### src/rtl/mem_port_arbiter.sv
`default_nettype none
// ============================================================================
// Module      : mem_port_arbiter
// Description : Round-robin, burst-locked arbiter sharing one memory port
//               between NUM_REQ requesters, with per-requester stall flags.
// Revision    : 1.0 - initial release
// ============================================================================
module mem_port_arbiter #(
    parameter int NUM_REQ     = 2,
    parameter int LEN_W       = 8,
    parameter int STALL_LIMIT = 256
) (
    input  logic                     clock,
    input  logic                     reset,
    input  logic [NUM_REQ-1:0]       req_valid,
    input  logic [NUM_REQ*LEN_W-1:0] req_len,
    output logic [NUM_REQ-1:0]       req_ready,
    input  logic [NUM_REQ-1:0]       beat_valid,
    output logic [NUM_REQ-1:0]       beat_ready,
    output logic [NUM_REQ-1:0]       grant,
    output logic                     mem_valid,
    input  logic                     mem_ready,
    output logic                     mem_last,
    output logic                     busy,
    output logic [NUM_REQ-1:0]       stall_vec
);

    localparam int c_IDX_W  = (NUM_REQ > 1) ? $clog2(NUM_REQ) : 1;
    localparam int c_WAIT_W = $clog2(STALL_LIMIT + 1);

    typedef enum logic [0:0] {
        ST_IDLE  = 1'b0,
        ST_BURST = 1'b1
    } state_t;

    state_t               r_state;
    state_t               w_next_state;
    logic [NUM_REQ-1:0]   r_grant;
    logic [c_IDX_W-1:0]   r_grant_idx;
    logic [c_IDX_W-1:0]   r_last_grant;
    logic [LEN_W-1:0]     r_len;
    logic [LEN_W-1:0]     r_cnt;

    logic [NUM_REQ-1:0]   w_pick;
    logic [c_IDX_W-1:0]   w_pick_idx;
    logic [LEN_W-1:0]     w_pick_len;
    int                   w_best;
    logic                 w_hs;
    logic                 w_final;

    // Priority distance of requester j is how far it sits above the last grant.
    always_comb begin
        w_pick     = '0;
        w_pick_idx = '0;
        w_pick_len = '0;
        w_best     = NUM_REQ;
        for (int j = 0; j < NUM_REQ; j++) begin
            if (req_valid[j] &&
                (((j + NUM_REQ - 1 - int'(r_last_grant)) % NUM_REQ) < w_best)) begin
                w_best     = (j + NUM_REQ - 1 - int'(r_last_grant)) % NUM_REQ;
                w_pick     = '0;
                w_pick[j]  = 1'b1;
                w_pick_idx = c_IDX_W'(j);
                w_pick_len = req_len[j*LEN_W +: LEN_W];
            end
        end
    end

    always_comb begin
        w_next_state = r_state;
        req_ready    = '0;
        grant        = '0;
        beat_ready   = '0;
        mem_valid    = 1'b0;
        mem_last     = 1'b0;
        w_hs         = 1'b0;
        w_final      = 1'b0;
        case (r_state)
            ST_IDLE: begin
                // Gated by reset so nothing is offered while reset is held.
                req_ready = reset ? w_pick : '0;
                if (|w_pick) begin
                    w_next_state = ST_BURST;
                end
            end
            ST_BURST: begin
                grant      = r_grant;
                mem_valid  = |(beat_valid & r_grant);
                beat_ready = r_grant & {NUM_REQ{mem_ready}};
                mem_last   = mem_valid & (r_cnt == r_len);
                w_hs       = mem_valid & mem_ready;
                w_final    = w_hs & (r_cnt == r_len);
                if (w_final) begin
                    w_next_state = ST_IDLE;
                end
            end
            default: w_next_state = ST_IDLE;
        endcase
    end

    assign busy = (r_state == ST_BURST);

    always_ff @(posedge clock or negedge reset) begin
        if (!reset) begin
            r_state      <= ST_IDLE;
            r_grant      <= '0;
            r_grant_idx  <= '0;
            r_last_grant <= c_IDX_W'(NUM_REQ - 1);
            r_len        <= '0;
            r_cnt        <= '0;
        end else begin
            r_state <= w_next_state;
            if (r_state == ST_IDLE) begin
                if (|w_pick) begin
                    r_grant     <= w_pick;
                    r_grant_idx <= w_pick_idx;
                    r_len       <= w_pick_len;
                    r_cnt       <= '0;
                end
            end else if (w_final) begin
                r_last_grant <= r_grant_idx;
                r_grant      <= '0;
                r_cnt        <= '0;
            end else if (w_hs) begin
                r_cnt <= r_cnt + 1'b1;
            end
        end
    end

    for (genvar gi = 0; gi < NUM_REQ; gi++) begin : g_stall
        logic [c_WAIT_W-1:0] r_wait;

        always_ff @(posedge clock or negedge reset) begin
            if (!reset) begin
                r_wait <= '0;
            end else if (req_ready[gi] || !req_valid[gi]) begin
                r_wait <= '0;
            end else if (r_wait != c_WAIT_W'(STALL_LIMIT)) begin
                r_wait <= r_wait + 1'b1;
            end
        end

        assign stall_vec[gi] = (r_wait == c_WAIT_W'(STALL_LIMIT));
    end

endmodule
`default_nettype wire

### config.mk
export PLATFORM = sky130hd
export DESIGN_NAME = mem_port_arbiter
export DESIGN_NICKNAME = d
export VERILOG_FILES = /design/src/rtl/mem_port_arbiter.sv
export SDC_FILE = /design/constraint.sdc
export NUM_CORES = 1
export LEC_CHECK = 0
export CAP_MARGIN = 0
export CORE_ASPECT_RATIO = 0.5
export CORE_MARGIN = 2
export CORE_UTILIZATION = 48
export DETAILED_ROUTE_END_ITERATION = 6
export PLACE_DENSITY = 0.75
export SYNTH_ARGS = -nofsm -noshare
export SYNTH_HDL_FRONTEND = slang
export SYNTH_SLANG_ARGS = --single-unit
export TNS_END_PERCENT = 5
### constraint.sdc
create_clock -name clock -period 1.42 [get_ports clock]
set_input_delay 0.355 -clock clock [delete_from_list [all_inputs] [get_ports clock]]
set_output_delay 0.355 -clock clock [all_outputs]
set_load 0.005 [all_outputs]
# After elaboration in Yosys (flattened, before gate mapping)
# Index checks and enable logic that the tools add are counted.
# word_totals
n_memories	0
register_bits	39
out_inout_bits	11
mem_bits_ro	0
word_cells	73
latchBits	0
ram_bits	0
in_bits	23
# classes
n_div	0
n_addsub	5
bitwise_logic	8
n_mul	0
shifts	0
n_lt_le_gt_ge	2
mux	28
n_reduce_logical	15
n_eq_ne	7
# ops
cell	count
8-bit two-way mux	6
9-bit two-way mux	4
2-bit by 32-bit < comparator with 1-bit output	1
32-bit two-way mux	1
9-bit by 1-bit adder with 9-bit output (second input constant)	2
9-bit == test (second input constant)	2
9-bit != test (second input constant)	2
2-bit two-way mux	8
8-bit by 1-bit adder with 8-bit output (second input constant)	1
8-bit == test	1
1-bit two-way mux	8
2-bit AND reduction	4
2-bit nonzero test	3
1-bit bitwise AND	5
2-bit bitwise AND	2
2-bit OR reduction	2
2-bit by 3-bit < comparator with 1-bit output (second input constant)	1
3-bit by 1-bit != test with 1-bit output (second input constant)	1
2-bit by 1-bit subtractor with 3-bit output (first input constant)	1
1-bit logical AND	2
1-bit zero test	2
1-bit logical OR	2
2-bit by 1-bit != test with 1-bit output (second input constant)	1
1-bit one-hot mux with 2 select lines	1
2 further kinds	2

# Depth between registers and ports, before layout
# Gate-level depths: netlist of run 1.
# logic_depth
ltp_word	12
mapped_depth	6
ltp_nobuf	6

# Worst setup path after synthesis of run 1
# Ideal clock, no wire load.
# synth_path
kind	reg-to-reg
from	reg r_cnt[2]
to	reg r_last_grant
stages_incl_launch_ff	5
slack_ns	-0.141
arrival_time_ns	1.477
n_path_buf	0
required_time_ns	1.335
period_less_slack_ns	1.561
cell_sequence	dfrtp_1 > xnor2_1 > nand4_2 > nor4_4 > mux2_1
# synth_via
elab_chain_len	4
# synth_lines
item	line	rtl
from (decl)	42	logic [LEN_W-1:0] r_cnt;
from (signal assigned)	125	r_cnt <= r_cnt + 1'b1;
8-bit == test	92	w_final = w_hs & (r_cnt == r_len);
1-bit bitwise AND	92	
1-bit two-way mux	78	case (r_state)
2-bit AND reduction (no source line)	-	
to (signal assigned)	108	r_last_grant <= c_IDX_W'(NUM_REQ - 1);
to (signal assigned)	121	r_last_grant <= r_grant_idx;
to (decl)	40	logic [c_IDX_W-1:0] r_last_grant;
# No other way between the ends.
# A chain may end at the register's enable or synchronous reset.

# Worst setup path after layout of run 1
# layout_path
from	reg g_stall[0].r_wait[1]
to	out stall_vec[0]
# layout_via
elab_chain_len	1
# layout_lines
item	line	rtl
from (decl)	131	logic [c_WAIT_W-1:0] r_wait;
from (signal assigned)	139	r_wait <= r_wait + 1'b1;
9-bit == test	143	assign stall_vec[gi] = (r_wait == c_WAIT_W'(STALL_LIMIT));
to (decl)	25	output logic [NUM_REQ-1:0] stall_vec
# No other way between the ends.

==> impl_metrics.env, run 1 <==
export IMPL_synth_area_leaders="dfrtp_1 (44%), nand2_1 (5.3%), o21ai_0 (4.6%)"
export IMPL_fin_crit_ns=1.71
export IMPL_wl_per_cell_um=15.2
export IMPL_layout_setup_ws_ns=-0.295
export IMPL_overflow=0
export IMPL_synthCells=241
export IMPL_netlist_area_leader_share_pct=43.6
export IMPL_switching_power_mw=1.16
export IMPL_initialDrtViolationCount=80
export IMPL_die_h_um=51.7
export IMPL_hold_class="in -> async"
export IMPL_routed_wl_mm=6.20
export IMPL_drc_errors=0
export IMPL_cp_common_cell="inv_1"
export IMPL_endpoint_kind="primary output"
export IMPL_crit_fanout=2
export IMPL_antenna_left=0
export IMPL_pwr_share_comb_pct=38.1
export IMPL_grt_pass1_wl_mm=10.3
export IMPL_firstDrtPassIters=4
export IMPL_critPathSlowestCell="dfrtp_1"
export IMPL_max_freq_mhz=583
export IMPL_core_area_sq_um=4380
export IMPL_num_antenna_cells=0
export IMPL_clk_latency_ns=0.29
export IMPL_via_count=2215
export IMPL_cts_htree_levels=2
export IMPL_clock_path_buffers=2
export IMPL_irDropWorstVdd_mv=0.504
export IMPL_rsz0062_at_grt="yes"
export IMPL_synth_edf_count=0
export IMPL_drive_above_1_share_pct=40.9
export IMPL_clock_sinks=39
export IMPL_dieArea_sq_um=5130
export IMPL_grt_max_degree=40
export IMPL_ioPinCount=34
export IMPL_drv_slew=0
export IMPL_hold_violations=0
export IMPL_slowest_delay_ns=0.38
export IMPL_finalPower_mw=3.48
export IMPL_grt_antenna_before_repair=0
export IMPL_pwr_share_seq_pct=40.7
export IMPL_critPathTopFamily="flip-flops"
export IMPL_worstMarginPinSlew_ns=0.492
export IMPL_p_int_mw=2.32
export IMPL_cts_buffers_inserted=5
export IMPL_synth_ff_type="dfrtp_1"
export IMPL_synth_fp_nets=269
export IMPL_die_x_um=99.3
export IMPL_cap_violations=0
export IMPL_place_congestion=0.901
export IMPL_finish_net_count=379
export IMPL_yosys_warnings=0
export IMPL_first_global_vias=2185
export IMPL_area_delta_synth_final_pct=58.2
export IMPL_finalSetupViolCount=25
export IMPL_critical_path_class="reg -> out"
export IMPL_path_buf_inv=3
export IMPL_slew_headroom_pct=67.2
export IMPL_synth_cell_area_sq_um=2180
export IMPL_dpl_hpwl_mm=4.24
export IMPL_start_util_pct=49.8
export IMPL_power_leakage_nw=1.63
export IMPL_clk_pin_slew_ns=0.08
export IMPL_ys_ff_latch=39
export IMPL_synth_top_cell_by_area="dfrtp_1"
export IMPL_critPathLaunchType="flop"
export IMPL_final_core_util_pct=78.7
export IMPL_cp_arrival_ns=1.36
export IMPL_status="finished with violations"
export IMPL_root_buffer="clkbuf_8"
export IMPL_vias_per_cell=5.42
export IMPL_cp_data_required_time_ns=1.07
export IMPL_cts_hold_buf=0
export IMPL_port_buffers=33
export IMPL_ys_seq_area_share_pct=44.8
export IMPL_p_per_area_nw_per_um2=1010
export IMPL_crit_chain="inv_1 > ha_2 > nor4b_4 > nand2_2 > inv_1 > buf_2"
export IMPL_period_share_pct=121
export IMPL_synth_distinct_cells=42
export IMPL_syn_area_per_cell_sq_um=9.05
export IMPL_cts_tree="yes"
export IMPL_rows=17
export IMPL_finClkSkew_ns=0.00850
export IMPL_violations="setup timing"
export IMPL_async_reset_ff_share_pct=100
export IMPL_grt_total_usage_pct=26.2
export IMPL_swShare_pct=33.3
export IMPL_p_clk_share_pct=21.2
-- flip-flops by register name, summed over array words and instances (netlist names) --
signal and cells:
r_grant 2, r_cnt 8, busy 1, r_grant_idx 1
r_len 8, r_last_grant 1, g_stall.r_wait 18
-- placed cells by master (no fill, tap or decap), types with 4 or more instances in the layout --
cell type	Yosys	layout
buf_4	0	62
dfrtp_1	38	35
nand2_1	31	25
nor2_1	18	16
clkdlybuf4s50_1	0	16
buf_6	0	16
o21ai_0	20	13
a21oi_1	17	13
nand3_1	12	12
and3_1	13	11
xor2_1	10	10
inv_1	9	9
o21ai_1	3	9
xnor2_2	1	7
nand2_2	0	6
nand4_1	5	5
o211ai_1	5	5
clkbuf_8	0	5
dlygate4sd2_1	0	5
buf_2	2	5
clkbuf_2	0	5
or3_1	4	4
a21oi_2	0	4
-- cell families after synthesis --
| logic type | after synthesis | share of synthesized area [%] |
|---|---|---|
| AND/OR/NAND/NOR | 102 | 24.7 |
| AO/OA/AOI/OAI | 57 | 15.4 |
| flip-flops | 39 | 44.8 |
| XOR/XNOR | 20 | 8.38 |
| buffers and inverters | 16 | 2.87 |
| adder cells (fa/ha/maj) | 5 | 2.87 |
| multiplexers | 2 | 0.975 |
-- final cells by class --
class | instances | area [sq um]
multi-input cells | 186 | 1370
flip-flops and latches | 39 | 981
fillers | 287 | 932
repair buffers | 110 | 911
well taps | 57 | 71.3
clock buffers | 5 | 68.8
inverters | 9 | 33.8
clock inverters | 3 | 15.0
-- power by group through the flow --
stage          clock, mW  combinational [mW]  sequential (mW)
4_1_cts            0.745                1.27             1.41
2_1_floorplan          0               0.600             1.41
5_1_grt            0.803                1.43             1.44
3_3_place_gp           0                1.10             1.41
6_report           0.738                1.32             1.42
3_5_place_dp           0                1.14             1.41
-- stage by stage --
step	instances	cell area, sq um	setup TNS [ns]	hold WS [ns]	setup slack [ns]
finish	409	3450	-3.25	0.144	-0.295
detailed placement	391	3090	-19.87	0.467	-0.721
CTS	409	3410	-3.58	0.149	-0.281
global placement	391	3090	-17.53	0.462	-0.729
global route	409	3450	-5.27	0.180	-0.386
floorplan	241	2220	-0.199	0.0594	-0.109
-- synth_stat cells (4+ instances only) --
library cell  number
dfrtp_1           38
nand2_1           31
o21ai_0           20
nor2_1            18
a21oi_1           17
and3_1            13
nand3_1           12
xor2_1            10
inv_1              9
xnor2_1            9
clkbuf_1           5
ha_1               5
nand4_1            5
o211ai_1           5
nor3_1             4
nor4b_1            4
or3_1              4
-- routing by layer --
layer	wire length [um]	track usage, %	vias to the layer above
met5	0	0	-
met4	127	9.59	0
met3	251	6.05	20
met2	3150	46.8	61
met1	2670	31.7	1062
li1	-	-	1072
-- path summary, 6_finish.rpt --
kind / startpoint / end / slack (ns) / cells after the start
max: g_stall[0].r_wait[1] / stall_vec[0] / -0.29 / 6
min: reset / r_len[0] / 0.14 / 2
max reg2reg: r_len[4] / r_last_grant / -0.20 / 5
min reg2reg: r_grant_idx / r_grant_idx / 0.50 / 1
max in group asynchronous: reset / r_cnt[4] / 0.90 / 2
min in group clock: r_grant_idx / r_grant_idx / 0.50 / 1
-- timing repair --
item	4_1_cts	5_1_grt
pin swaps	25	4
gates resized for setup	85	25
setup endpoints to repair	49	38
buffers inserted	14	0
(Power assumes the default switching activity.)
==> inputs of run 2 (changes only) <==
- MAX_ROUTING_LAYER: not set -> met4
==> impl_metrics.env, run 2 (same netlist as run 1, synthesis figures left out) <==
export IMPL_hold_slack_ns=0.141
export IMPL_p_per_area_nw_per_um2=1010
export IMPL_worstMarginPinSlew_ns=0.490
export IMPL_path_buf_inv=3
export IMPL_dpl_hpwl_mm=4.24
export IMPL_antenna_left=0
export IMPL_pre_cts_slack_ns=-0.721
export IMPL_clock_path_buffers=2
export IMPL_clock_sinks=39
export IMPL_slowest_delay_ns=0.38
export IMPL_top_register="g_stall.r_wait"
export IMPL_critPathLaunchType="flop"
export IMPL_drive_above_1_share_pct=41.2
export IMPL_critPathSlowestCell="dfrtp_1"
export IMPL_critPathTopFamily="flip-flops"
export IMPL_core_area_sq_um=4380
export IMPL_top_regs="g_stall.r_wait: 18 flops, r_cnt: 8 flops, r_len: 8 flops"
export IMPL_clk_pin_slew_ns=0.08
export IMPL_vias_per_cell=5.37
export IMPL_rows=17
export IMPL_die_h_um=51.7
export IMPL_status="finished with violations"
export IMPL_layout_setup_ws_ns=-0.294
export IMPL_swShare_pct=33.2
export IMPL_grt_max_degree=40
export IMPL_cts_buffers_inserted=5
export IMPL_violations="setup timing"
export IMPL_slew_headroom_pct=67.3
export IMPL_placed_cells=391
export IMPL_hold_violations=0
export IMPL_rsz0062_at_grt="yes"
export IMPL_root_buffer="clkbuf_8"
export IMPL_fin_crit_ns=1.71
export IMPL_pwr_share_seq_pct=40.8
export IMPL_firstDrtPassIters=4
export IMPL_grt_pass1_wl_mm=10.2
export IMPL_initialDrtViolationCount=65
export IMPL_reg2reg_depth=5
export IMPL_cp_common_cell="inv_1"
export IMPL_finalSetupViolCount=25
export IMPL_finish_net_count=379
export IMPL_worstReg2RegEnd="r_last_grant"
export IMPL_die_x_um=99.3
export IMPL_drv_slew=0
export IMPL_num_antenna_cells=0
export IMPL_via_count=2198
export IMPL_place_congestion=0.917
export IMPL_switching_power_mw=1.16
export IMPL_finClkSkew_ns=0.00904
export IMPL_largest_register_ffs=18
export IMPL_max_freq_mhz=584
export IMPL_ioPinCount=34
export IMPL_port_buffers=33
export IMPL_wl_per_cell_um=15.1
export IMPL_pwr_share_comb_pct=38.1
export IMPL_rrSetupSlack_ns=-0.20
export IMPL_overflow=0
export IMPL_hold_class="in -> async"
export IMPL_crit_start="g_stall[0].r_wait[1]"
export IMPL_grt_total_usage_pct=26.8
export IMPL_p_clk_share_pct=21.1
export IMPL_endpoint_kind="primary output"
export IMPL_power_leakage_nw=1.63
export IMPL_routed_wl_mm=6.18
export IMPL_dieArea_sq_um=5130
export IMPL_drc_errors=0
export IMPL_cap_violations=0
export IMPL_first_global_vias=2191
export IMPL_timing_rr_start="r_len[4]"
export IMPL_grt_antenna_before_repair=0
export IMPL_critical_path_class="reg -> out"
export IMPL_start_util_pct=49.8
export IMPL_p_int_mw=2.32
export IMPL_area_delta_synth_final_pct=58.3
export IMPL_irDropWorstVdd_mv=0.503
export IMPL_period_share_pct=121
export IMPL_layout_cells_non_filler=409
export IMPL_cp_arrival_ns=1.36
export IMPL_crit_fanout=2
export IMPL_clk_latency_ns=0.29
export IMPL_crit_chain="inv_1 > ha_2 > nor4b_4 > nand2_2 > inv_1 > buf_2"
export IMPL_cts_htree_levels=2
export IMPL_placed_area_sq_um=3090
export IMPL_cp_data_required_time_ns=1.07
export IMPL_layout_commonest_cell="buf_4"
export IMPL_stdcell_area_sq_um=3450
export IMPL_mostFrequentLayoutCells="buf_4 (62), dfrtp_1 (35), nand2_1 (25)"
export IMPL_cts_tree="yes"
[run 2: cell counts in the layout (fill, tap and decap cells not counted)]
No cell type changed its count.
[run 2: power by group through the flow]
stage	Clock, mW	Combinational (mW)	Sequential (mW)
finish	0.734	1.33	1.42
global route	0.798	1.43	1.44
CTS	0.745	1.27	1.41
detailed placement	0	1.14	1.41
global placement	0	1.10	1.41
floorplan	0	0.600	1.41
[run 2: stage by stage]
| step | util, % | TNS [ns] | power [mW] |
|---|---|---|---|
| after detailed placement | 70.4 | -19.87 | 2.55 |
| after floorplan | - | -0.199 | 2.01 |
| final | 78.8 | -3.25 | 3.48 |
| after global placement | 70.4 | -17.53 | 2.51 |
| after global routing | 78.8 | -5.23 | 3.67 |
| after CTS | 77.8 | -3.58 | 3.42 |
[run 2: worst max-delay path by stage]
| stage | end | slack (ns) | cells past startpoint |
|---|---|---|---|
| final | stall_vec[0] | -0.29 | 6 |
| after global routing | mem_last | -0.39 | 4 |
| after CTS | stall_vec[1] | -0.28 | 5 |
| after detailed placement | req_ready[0] | -0.72 | 4 |
| after global placement | req_ready[0] | -0.73 | 4 |
| after floorplan | r_last_grant | -0.11 | 5 |
[run 2: worst reg2reg max path, cell delays in order (launching register included)]
cell and delay (ns):
dfrtp_2 0.46, xnor2_4 0.19, buf_6 0.13, nand4_4 0.14
nor4_4 0.29, mux2_1 0.36
[run 2: metal layers]
metal / global-route usage, % / wire [um] / part of all wire (%) / vias up
met4: 9.59 / 110 / 1.8 / 0
met2: 47.3 / 3160 / 51 / 52
li1: - / - / - / 1075
met5: - / 0 / 0 / -
met1: 31.0 / 2670 / 43 / 1057
met3: 6.05 / 233 / 3.8 / 14
[run 2: area by class of cell]
class,instances,area [sq um]
repair buffers,110,911
multi-input cells,186,1370
clock buffers,5,68.8
clock inverters,3,15.0
flip-flops and latches,39,981
well taps,57,71.3
fillers,285,930
inverters,9,33.8
[run 2: timing repair]
action	CTS	global route
pin swaps	25	4
gates resized for setup	85	27
buffers inserted	14	0
hold buffers	0	0
endpoints found under the setup margin	49	38
==> inputs of run 3 (changes only) <==
- CTS_BUF_LIST: not set -> sky130_fd_sc_hd__clkbuf_16
- MAX_ROUTING_LAYER: met4 -> not set
==> impl_metrics.env, run 3 (same netlist as run 1, synthesis figures left out) <==
export IMPL_vias_per_cell=5.57
export IMPL_finalSetupViolCount=26
export IMPL_dieArea_sq_um=5130
export IMPL_pre_cts_slack_ns=-0.721
export IMPL_cts_htree_levels=2
export IMPL_port_buffers=33
export IMPL_critical_path_class="reg -> out"
export IMPL_crit_chain="xnor2_1 > nand4_2 > nor3_2 > buf_2"
export IMPL_irDropWorstVdd_mv=0.552
export IMPL_p_per_area_nw_per_um2=1100
export IMPL_drc_errors=0
export IMPL_via_count=2299
export IMPL_num_antenna_cells=0
export IMPL_core_area_sq_um=4380
export IMPL_drv_slew=0
export IMPL_area_delta_synth_final_pct=63.7
export IMPL_firstDrtPassIters=4
export IMPL_finClkSkew_ns=0.00601
export IMPL_die_x_um=99.3
export IMPL_status="finished with violations"
export IMPL_crit_fanout=2
export IMPL_top_register="g_stall.r_wait"
export IMPL_first_global_vias=2273
export IMPL_clk_latency_ns=0.28
export IMPL_antenna_left=0
export IMPL_grt_pass1_wl_mm=10.7
export IMPL_violations="setup timing"
export IMPL_top_regs="g_stall.r_wait: 18 flops, r_cnt: 8 flops, r_len: 8 flops"
export IMPL_cp_arrival_ns=1.45
export IMPL_routed_wl_mm=6.85
export IMPL_critPathLaunchType="flop"
export IMPL_place_congestion=0.901
export IMPL_worstMarginPinSlew_ns=0.498
export IMPL_largest_register_ffs=18
export IMPL_crit_start="r_len[0]"
export IMPL_slew_headroom_pct=66.8
export IMPL_wl_per_cell_um=16.6
export IMPL_hold_class="in -> async"
export IMPL_rows=17
export IMPL_clk_pin_slew_ns=0.06
export IMPL_worstReg2RegEnd="r_last_grant"
export IMPL_grt_antenna_before_repair=0
export IMPL_cts_tree="yes"
export IMPL_cp_depth=4
export IMPL_finish_net_count=383
export IMPL_power_leakage_nw=1.69
export IMPL_die_h_um=51.7
export IMPL_grt_total_usage_pct=27.2
export IMPL_reg2reg_depth=6
export IMPL_fill_cells=261
export IMPL_setup_tns_final_ns=-4.43
export IMPL_fin_crit_ns=1.80
export IMPL_max_freq_mhz=555
export IMPL_drive_above_1_share_pct=41.6
export IMPL_grt_max_degree=40
export IMPL_cts_hold_buf=0
export IMPL_path_buf_inv=1
export IMPL_hold_violations=0
export IMPL_mostFrequentLayoutCells="buf_4 (64), dfrtp_1 (35), nand2_1 (23)"
export IMPL_ioPinCount=34
export IMPL_critPathTopFamily="flip-flops"
export IMPL_layout_commonest_cell="buf_4"
export IMPL_endpoint_kind="primary output"
export IMPL_critPathSlowestCell="dfrtp_1"
export IMPL_layout_setup_ws_ns=-0.381
export IMPL_cap_violations=0
export IMPL_dpl_hpwl_mm=4.24
export IMPL_initialDrtViolationCount=112
export IMPL_root_buffer="clkbuf_16"
export IMPL_slowest_delay_ns=0.40
export IMPL_timing_rr_start="r_len[0]"
export IMPL_overflow=0
export IMPL_cts_buffers_inserted=5
export IMPL_start_util_pct=49.8
export IMPL_period_share_pct=127
export IMPL_clock_sinks=39
export IMPL_rsz0062_at_grt="yes"
export IMPL_rrSetupSlack_ns=-0.32
export IMPL_cp_data_required_time_ns=1.07
export IMPL_clock_path_buffers=2
[run 3: cell count changes in the layout (fill, tap and decap cells not counted), moves of 3 or more]
cell | before | now
o21ai_0 | 12 | 15
o21ai_1 | 10 | 7
clkbuf_16 | 0 | 5
nand2_4 | 0 | 3
clkbuf_8 | 5 | 0
[run 3: cell type report]
cell class	instances	area, sq um	share of cell area [%]
sequential	39	981	27.5
timing repair buffer	114	947	26.5
inverter	9	33.8	0.946
tap	57	71.3	2.00
clock inverter	3	15.0	0.420
multi-input combinational	186	1400	39.1
clock buffer	5	125	3.50
[run 3: metrics by stage]
step	cells	cell area (sq um)	hold slack, ns	power (mW)	utilization (%)
3_3_place_gp	391	3090	0.462	2.51	70.4
2_1_floorplan	241	2220	0.0594	2.01	-
3_5_place_dp	391	3090	0.467	2.55	70.4
4_1_cts	410	3480	0.170	3.81	79.4
6_report	413	3570	0.153	3.94	81.5
5_1_grt	413	3570	0.202	4.10	81.5
[run 3: repair_timing]
action | in CTS | in global routing
buffers inserted | 15 | 3
endpoints found under the setup margin | 49 | 38
gates resized for setup | 82 | 33
pin swaps | 21 | 6
[run 3: worst max path at each step]
stage               slack, ns      endpoint
floorplan               -0.11  r_last_grant
global placement        -0.73  req_ready[0]
detailed placement      -0.72  req_ready[0]
CTS                     -0.26  stall_vec[1]
global route            -0.41      mem_last
finish                  -0.38      mem_last
[run 3: worst reg2reg max path, delay by kind of cell (launching register included)]
family	cells	cell delay, ns
DFF	1	0.40
and+or+nand+nor	2	0.39
xor gates and xnor gates	1	0.21
muxes	1	0.36
buffers and inverters	2	0.31
[run 3: metal layers]
layer | wire [um] | share of wire, % | track usage (%) | vias to the layer above
met5 | 0 | 0 | 0 | -
met3 | 288 | 4.2 | 6.45 | 23
met4 | 192 | 2.8 | 11.4 | 0
met1 | 2770 | 40 | 31.9 | 1127
li1 | - | - | - | 1086
met2 | 3600 | 53 | 48.9 | 63
[run 3: where the power goes]
part,switching [mW],total (mW),internal [mW]
combinational,0.652,1.42,0.766
clock,0.450,1.09,0.641
sequential,0.165,1.43,1.26
total,1.27,3.94,2.67
